### config.mk
export PLATFORM = sky130hd
export DESIGN_NAME = bcd_counter_mux_7seg
export DESIGN_NICKNAME = d
export VERILOG_FILES = /design/src/rtl/bcd_counter_mux_7seg.sv
export SDC_FILE = /design/constraint.sdc
export NUM_CORES = 1
export LEC_CHECK = 0
export ABC_AREA = 1
export CAP_MARGIN = 20
export CORE_ASPECT_RATIO = 0.7
export CORE_MARGIN = 3
export CORE_UTILIZATION = 30
export CTS_BUF_LIST = sky130_fd_sc_hd__clkbuf_16
export CTS_CLUSTER_SIZE = 12
export DETAILED_ROUTE_END_ITERATION = 10
export DONT_BUFFER_PORTS = 1
export PLACE_DENSITY = 0.4
export SLEW_MARGIN = 10
export SYNTH_ARGS = -nofsm -noshare
export SYNTH_HDL_FRONTEND = slang
export SYNTH_SLANG_ARGS = --single-unit
### constraint.sdc
create_clock -name clk -period 3.5 [get_ports clk]
set_input_delay 0.875 -clock clk [delete_from_list [all_inputs] [get_ports clk]]
set_output_delay 0.875 -clock clk [all_outputs]
set_load 0.01 [all_outputs]
### src/rtl/bcd_counter_mux_7seg.sv
// N-digit BCD up/down counter with prescaler tick and multiplexed 8-anode 7-segment driver.
// Optional leading-zero blanking is enabled by defining BCD_LEADING_ZERO_BLANK_EN.
module bcd_counter_mux_7seg #(
  parameter int CLK_FREQ    = 100000000,
  parameter int NUM_DIGITS  = 8,
  parameter int REFRESH_DIV = 100000
) (
  input  logic                    clk,
  input  logic                    reset_n,
  input  logic                    en,
  input  logic                    up_dn,
  input  logic                    clr,
  output logic [4*NUM_DIGITS-1:0] count,
  output logic                    rollover,
  output logic [6:0]              seg,
  output logic [7:0]              an
);

  localparam int PW = (CLK_FREQ > 1) ? $clog2(CLK_FREQ) : 1;
  localparam int SW = (REFRESH_DIV > 1) ? $clog2(REFRESH_DIV) : 1;
  localparam logic [PW-1:0] PRESC_MAX = PW'(CLK_FREQ - 1);
  localparam logic [SW-1:0] SCAN_MAX  = SW'(REFRESH_DIV - 1);
  localparam logic [2:0]    IDX_MAX   = 3'(NUM_DIGITS - 1);

  logic [PW-1:0]           presc_q, presc_d;
  logic [4*NUM_DIGITS-1:0] count_q, count_d;
  logic                    roll_q, roll_d;
  logic [SW-1:0]           scan_q, scan_d;
  logic [2:0]              idx_q, idx_d;
  logic [6:0]              seg_q, seg_d;
  logic [7:0]              an_q, an_d;

  logic       tick;
  logic       carry;
  logic [3:0] digit;
  logic [3:0] new_digit;
  logic [3:0] sel_digit;
  logic       blank;
  logic       upper_zero;

  function automatic logic [6:0] glyph(input logic [3:0] d);
    case (d)
      4'd0:    glyph = 7'h40;
      4'd1:    glyph = 7'h79;
      4'd2:    glyph = 7'h24;
      4'd3:    glyph = 7'h30;
      4'd4:    glyph = 7'h19;
      4'd5:    glyph = 7'h12;
      4'd6:    glyph = 7'h02;
      4'd7:    glyph = 7'h78;
      4'd8:    glyph = 7'h00;
      4'd9:    glyph = 7'h10;
      default: glyph = 7'h7F;
    endcase
  endfunction

  assign tick = en && (presc_q == PRESC_MAX);

  // Counter: clr beats tick; the carry/borrow chain ripples across all digits in one cycle.
  always_comb begin
    presc_d   = presc_q;
    count_d   = count_q;
    roll_d    = 1'b0;
    carry     = 1'b1;
    digit     = '0;
    new_digit = '0;
    if (clr) begin
      presc_d = '0;
      count_d = '0;
    end else if (tick) begin
      presc_d = '0;
      for (int i = 0; i < NUM_DIGITS; i++) begin
        digit     = count_q[4*i +: 4];
        new_digit = digit;
        if (carry) begin
          if (up_dn) begin
            if (digit == 4'd9) new_digit = 4'd0;
            else begin
              new_digit = digit + 4'd1;
              carry     = 1'b0;
            end
          end else begin
            if (digit == 4'd0) new_digit = 4'd9;
            else begin
              new_digit = digit - 4'd1;
              carry     = 1'b0;
            end
          end
        end
        count_d[4*i +: 4] = new_digit;
      end
      roll_d = carry;
    end else if (en) begin
      presc_d = presc_q + 1'b1;
    end
  end

  // Scanning free-runs; the display registers look at next-state index and count.
  always_comb begin
    scan_d = scan_q + 1'b1;
    idx_d  = idx_q;
    if (scan_q == SCAN_MAX) begin
      scan_d = '0;
      idx_d  = (idx_q == IDX_MAX) ? 3'd0 : idx_q + 3'd1;
    end

    sel_digit = '0;
    for (int i = 0; i < NUM_DIGITS; i++) begin
      if (idx_d == 3'(i)) sel_digit = count_d[4*i +: 4];
    end

    blank      = 1'b0;
    upper_zero = 1'b1;
`ifdef BCD_LEADING_ZERO_BLANK_EN
    for (int i = NUM_DIGITS - 1; i > 0; i--) begin
      upper_zero = upper_zero && (count_d[4*i +: 4] == 4'd0);
      if ((idx_d == 3'(i)) && upper_zero) blank = 1'b1;
    end
`endif

    seg_d        = blank ? 7'h7F : glyph(sel_digit);
    an_d         = 8'hFF;
    an_d[idx_d]  = 1'b0;
  end

  always_ff @(posedge clk or negedge reset_n) begin
    if (!reset_n) begin
      presc_q <= '0;
      count_q <= '0;
      roll_q  <= 1'b0;
      scan_q  <= '0;
      idx_q   <= 3'd0;
      seg_q   <= 7'h40;
      an_q    <= 8'hFE;
    end else begin
      presc_q <= presc_d;
      count_q <= count_d;
      roll_q  <= roll_d;
      scan_q  <= scan_d;
      idx_q   <= idx_d;
      seg_q   <= seg_d;
      an_q    <= an_d;
    end
  end

  assign count    = count_q;
  assign rollover = roll_q;
  assign seg      = seg_q;
  assign an       = an_q;

endmodule

==> results of run 1 <==
==> layer usage <==
| metal | track usage [%] | up-vias | wire, um |
|---|---|---|---|
| met5 | 0 | - | 0 |
| met4 | 2.60 | 0 | 108 |
| met3 | 4.61 | 7 | 1070 |
| met2 | 21.7 | 148 | 7490 |
| met1 | 25.7 | 2737 | 10800 |
| li1 | - | 3095 | - |
==> power breakdown <==
part           switching, mW  internal [mW]
registers            0.00217           1.10
logic                 0.0622         0.0280
clock network          0.466          0.623
total                  0.530           1.75
==> cells by family after synthesis <==
group	share of synthesized area (%)
buf+inv	8.73
simple gates	39.6
fa+ha+maj	6.01
compound gates	8.25
flops	34.8
xor+xnor	2.68
==> worst min-delay path by stage <==
stage                endpoint  slack (ns)  cells past startpoint
detailed placement  scan_q[0]        0.46                      1
finish                 seg[3]        0.20                      0
global route         idx_q[2]        0.17                      0
global placement    scan_q[0]        0.45                      1
CTS                 count[26]        0.18                      0
floorplan           scan_q[0]        0.43                      1
==> final cells by class <==
cell class                      count  area, um2
Multi-Input combinational cell    716       3880
Sequential cell                    95       2390
Inverter                          129        487
Timing Repair Buffer                8       60.1
Tap cell                          305        382
Clock inverter                      7       88.8
Fill cell                        2419      14600
Clock buffer                        9        225
==> synthesized netlist by cell type (4+ instances only) <==
| cell | n |
|---|---|
| nor3_1 | 11 |
| buf_4 | 4 |
| nor2_2 | 17 |
| a21oi_1 | 31 |
| ha_1 | 33 |
| nand2_2 | 14 |
| nor2_4 | 7 |
| clkinv_1 | 5 |
| o21ai_0 | 29 |
| o211ai_1 | 11 |
| nor2_1 | 112 |
| nand3_2 | 11 |
| dfrtp_1 | 87 |
| xor2_1 | 17 |
| xnor2_1 | 4 |
| buf_2 | 6 |
| nand2_1 | 257 |
| dfstp_2 | 8 |
| o21ai_1 | 10 |
| nand4_1 | 34 |
| nand3_1 | 78 |
| inv_1 | 107 |
| inv_2 | 16 |
==> stage by stage <==
step	setup slack (ns)	instance area [um2]	hold WS (ns)	total power, mW	instances
floorplan	0.743	6870	0.432	1.20	958
global placement	0.274	7200	0.453	1.22	1253
detailed placement	0.248	7200	0.456	1.21	1253
CTS	0.306	7510	0.177	2.33	1269
global route	0.0161	7510	0.171	2.39	1269
finish	0.341	7510	0.204	2.28	1269
==> critical path: cells and delay by family (launching register included) <==
kind / cells / cell delay [ns]
adders and majority gates: 2 / 0.44
buffers and inverters: 2 / 0.33
DFF: 1 / 0.47
and+or+nand+nor: 13 / 1.79
==> state kept, by name, summed over array words and instances (netlist names) <==
register  cells
idx_q         3
count        32
scan_q       17
rollover      1
an            8
presc_q      27
seg           7
==> summary.txt, run 1 <==
Logic synthesis
  – Seq/Total Area, Yosys: 34.8%
  – Syn Inst Count: about 960
  – Top post-synthesis cells by area: dfrtp_1, nand2_1, nor2_1
  – Post-synth EDFFs: 0
  – Yosys warnings: 0
  – Async S/R FF share, synth: 100%
  – Mapped Area: 6870 um2
  – Number of synthesized register bits: 95
  – Mapped Avg Cell Area: 7.17 um2
  – Ys flop type: dfrtp_1
  – Distinct cells, synth: 51
  – Post-synth top area share: around a third
  – Post-synth top area cell: dfrtp_1
  – Net Count, Synth: 996

Global route
  – Total congestion overflow: 0
  – Initial antenna violation count: 0
  – Total GRT Usage: 16.2%
  – Vias in the first global route: 5694
  – First-pass GRT wire length: 32000 um
  – Largest net degree at the start of global routing: 96

Critical path
  – Reg2reg end: seg[1]
  – Critical path origin: count[13]
  – Reg2Reg Depth: 17
  – Slowest cell on crit path: dfrtp_1
  – Flop-to-flop setup slack: 0.34 ns
  – Crit path capture type: flop
  – CP Data Arrival Time: between 3 and 4 ns
  – CP Cell Sequence: inv_1 -> ha_1 -> nand4_1 -> nand2_2 -> nand4_4 -> nor2_4 -> nand3_1 -> nand2_1 -> nand2_1 -> nand4_1 -> nand2_1 -> nor2_2 -> nand2_2 -> inv_1 -> ha_1 -> nand2_1 -> nand2_1
  – Crit path max fanout: 6
  – CP max stage delay: 0.47 ns
  – CP Launch Type: flop
  – WP data required: 3.74 ns
  – Crit path to: seg[1]
  – RR Startpoint: count[13]
  – Crit path kind: flop to flop
  – CP dominant cell by count: nand2_1

Route
  – Antenna viol nets, final: 0
  – Routed WL: 19500 um
  – Iteration-0 DRC Markers: 404
  – Routed wire length per instance: roughly 15 um
  – Residual DRC: 0
  – Vias: ~6000
  – First-pass DRT Iterations: 5
  – Detailed-route vias per instance: roughly 4.7

Timing
  – Fmax: between 300 and 400 MHz
  – Measured slew at the worst slew-check pin: 0.574 ns
  – Max-slew violation count: 0
  – Minimum clock period: 3.16 ns
  – Unrepaired setup endpoints after global routing: no
  – Tcrit/Tclk final: 90.3%
  – Clock skew: about 0.016 ns
  – Final Hold Fails: 0
  – Setup_tns: 0 ns
  – Max_slew headroom: 61.6%
  – # setup viols final: 0

Clock network
  – Hold buffers post-CTS: 0
  – CTS buffer count: 9
  – Cts repair resizes: 0
  – Reg clk slew, reported paths: approximately 0.08 ns
  – Clock tree buffer depth: 2
  – CTS H-Tree Depth: 3
  – Setup bufs post-CTS: 0
  – Root buf cell: clkbuf_16
  – Worst skew pair latency: 0.37 ns
  – CTS tree: done
  – # clock sinks: 95

Die
  – Row Count: 45
  – Die Area: 24800 um2
  – Starting density of the core: 31.1%
  – Core Area: 22100 um2
  – Ports: 53
  – Die width: 187 um
  – Die Y: 133 um

Finish
  – Commonest non-fill, non-tap cell in the layout: nand2_1
  – Ant. Diodes: 0
  – Layout Utilization: 34.0%
  – Layout cell share with drive strength beyond 1: a little under an eighth
  – Synth-to-Final Area Change: 9.40%
  – Fin nets: 997
  – Most frequent cells in the layout: nand2_1, nor2_1, inv_1, dfrtp_1, nand3_1

Placement
  – RePlAce Congestion: 0.843
  – IO buf count: 0
  – Dpl hpwl: 14400 um

Status
  – Outcome: finished clean

Worst hold path
  – Hold WC Path Type: primary input to asynchronous set/reset pin

Power
  – VDD IR max: 0.000231 V
  – PwrDens: 304 nW/um2
  – Leak pwr: 3.80 nW

Run
  – Max cap viols: 0
Power figures use the tool's default switching activity.
==> inputs of run 2 (changes only) <==
CORE_UTILIZATION = 55   (was 30)
PLACE_DENSITY = 0.66   (was 0.4)
clock period = 3.05 ns   (was 3.5 ns; I/O delays follow)
==> run 2 against run 1 <==
Net effect:
- flip-flop and latch count did not move
- routed wire length fell by 7.9%
- non-clock buffer count rose by 26
- final area rose by 1.1%
- sequential power rose by 15%
- critical endpoint is now seg[3]
- largest cell class unchanged
==> summary.txt, run 2 (synthesized netlist as in run 1, its figures left out) <==
Timing
  – Minimum clock period: 2.94 ns (-0.219 ns)
  – Setup ws final: 0.110 ns (-0.231 ns)
  – Final Hold Fails: 0 (unchanged)
  – Max_slew headroom: 52.8% (-8.7 points)
  – Clock skew: 0.0128 ns (-0.00344 ns)
  – Measured slew at the worst slew-check pin: 0.705 ns (+0.131 ns)
  – Max-slew violation count: 0 (unchanged)
  – Unrepaired setup endpoints after global routing: yes
  – Fmax: 340 MHz (+7.4%)
  – # setup viols final: 0 (unchanged)
  – Tcrit/Tclk final: 96.4% (+6.1 points)

Placement
  – Dpl hpwl: 13200 um (-8.7%)
  – IO buf count: 0 (unchanged)
  – Pre-CTS WS: 0.00551 ns (-0.243 ns)
  – RePlAce Congestion: 0.912 (+8.2%)

Route
  – Residual DRC: 0 (unchanged)
  – Uppermost layer routed: met4
  – Iteration-0 DRC Markers: 599 (+48%)
  – Met3 routed WL: 1560 um (+46%)
  – Antenna viol nets, final: 0 (unchanged)
  – Met2 WL: 7600 um (+1.4%)
  – M1 WL: 8590 um (-21%)
  – Detailed-route vias per instance: 5.68 (+20%)
  – Routed wire length per instance: 15.7 um (+1.9%)
  – Routed WL: 18000 um (-7.9%)
  – Vias: 6510 (+8.7%)
  – First-pass DRT Iterations: 5 (unchanged)

Die
  – Core Area: 11900 um2 (-46%)
  – Die Y: 99.5 um (-25%)
  – Die width: 140 um (-25%)
  – Ports: 53 (unchanged)
  – Starting density of the core: 57.6% (+26 points)
  – Die Area: 13900 um2 (-44%)
  – Row Count: 33 (-27%)

Critical path
  – CP top delay family: simple AND/OR/NAND/NOR gates
  – WP data required: 3.33 ns (-0.41 ns)
  – CP Cell Sequence: inv_2 -> ha_1 -> inv_1 -> nor2_1 -> nand3_1 -> nand2_2 -> nand4_4 -> o21ai_1 -> nand2_1 -> nand4_1 -> nand2_1 -> nor2_2 -> nand2_2 -> inv_2 -> ha_1 -> nand2_1 -> nand3_1 -> nand2_1
  – Crit path max fanout: 6 (unchanged)
  – Crit path capture type: flop
  – CP max stage delay: 0.46 ns (about the same)
  – CP dominant cell by count: nand2_1
  – CP Data Arrival Time: 3.22 ns (-0.17 ns)
  – Crit path kind: flop to flop
  – Slowest cell on crit path: dfrtp_2
  – WP buf/inv: 3 (+1)
  – CP Launch Type: flop

Clock network
  – CTS tree: done
  – CTS H-Tree Depth: 3 (unchanged)
  – Worst skew pair latency: 0.35 ns (-0.02 ns)
  – Clock tree buffer depth: 2 (unchanged)
  – Root buf cell: clkbuf_16
  – # clock sinks: 95 (unchanged)
  – Reg clk slew, reported paths: 0.08 ns (about the same)
  – CTS buffer count: 9 (unchanged)

Worst hold path
  – Hold WC Path Type: primary input to asynchronous set/reset pin

Global route
  – Initial antenna violation count: 0 (unchanged)
  – Total congestion overflow: 0 (unchanged)
  – Largest net degree at the start of global routing: 96 (unchanged)
  – First-pass GRT wire length: 29400 um (-8.1%)
  – Total GRT Usage: 26.0% (+9.7 points)
  – Vias in the first global route: 5869 (+3.1%)

Status
  – Outcome: finished clean

Finish
  – Commonest non-fill, non-tap cell in the layout: nand2_1
  – Max reg flops: 32 (unchanged)
  – Fin nets: 1023 (+2.6%)
  – Layout cell share with drive strength beyond 1: 16.4% (+4.7 points)
  – Synth-to-Final Area Change: 10.6%
  – Ant. Diodes: 0 (unchanged)
  – Most frequent cells in the layout: nand2_1, nor2_1, inv_1, dfrtp_1, nand3_1

Power
  – VDD IR max: 0.000261 V (+13%)
  – Leak pwr: 3.92 nW (+3.2%)
  – Overall Power: 2.47 mW (+8.1%)
  – PwrDens: 325 nW/um2 (+6.9%)

Run
  – Max cap viols: 0 (unchanged)
run 2: worst register-to-register path, delay by kind of cell, from the launching register on:
family                     cells  cell delay, ns
AOI/OAI and AO/OA              1            0.18
adders and majority gates      2            0.40
buffers and inverters          3            0.29
DFF                            1            0.46
and+or+nand+nor               12            1.56
run 2: what timing repair did:
item,CTS,global route
endpoints found under the setup margin,4,7
buffers inserted,0,13
gates resized for setup,1,41
hold buffers,0,0
pin swaps,0,11
run 2: final timing paths:
| path | startpoint | endpoint | slack (ns) | cells past startpoint |
|---|---|---|---|---|
| setup / recovery | count[17] | seg[3] | 0.11 | 18 |
| hold / removal | reset_n | scan_q[7] | 0.1 | 0 |
| setup reg to reg | count[17] | seg[3] | 0.11 | 18 |
| hold reg to reg | presc_q[25] | presc_q[25] | 0.50 | 1 |
| max in group asynchronous | reset_n | an[3] | 2.74 | 0 |
| min in group clk | clr | count[17] | 0.48 | 1 |
run 2: final cells by class:
type	instances	area (um2)
Tap cell	157	196
Inverter	129	497
Multi-Input combinational cell	716	3980
Timing Repair Buffer	34	255
Sequential cell	95	2390
Clock buffer	9	225
Fill cell	1030	4340
Clock inverter	7	51.3
run 2: where the power goes:
part / internal (mW) / leakage (nW) / total [mW] / switching (mW)
Sequential: 1.26 / 1.28 / 1.27 / 0.00300
Clock: 0.558 / 0.137 / 1.09 / 0.531
Combinational: 0.0373 / 2.51 / 0.111 / 0.0737
Total: 1.86 / 3.92 / 2.47 / 0.608
run 2: metrics by stage:
stage / TNS, ns / hold WS, ns / util [%] / instances / cell area (um2)
3_5_place_dp: 0 / 0.470 / 59.6 / 1118 / 7110
3_3_place_gp: 0 / 0.452 / 59.6 / 1118 / 7110
6_report: 0 / 0.0987 / 63.6 / 1147 / 7590
2_1_floorplan: 0 / 0.432 / - / 958 / 6870
4_1_cts: 0 / 0.0952 / 61.9 / 1134 / 7390
5_1_grt: -0.0269 / 0.0778 / 63.6 / 1147 / 7590
run 2: metal layers:
metal	global-route usage, %	vias to the layer above
met1	39.0	3050
met2	38.0	278
li1	-	3156
met5	0	-
met4	5.51	0
met3	6.68	26
==> inputs of run 3 (changes only) <==
GPL_TIMING_DRIVEN = 1   (was unset)
SKIP_LAST_GASP = 1   (was unset)
==> results of run 3 <==
Same layout as run 2: the final DEF is identical, and so are final timing and power.
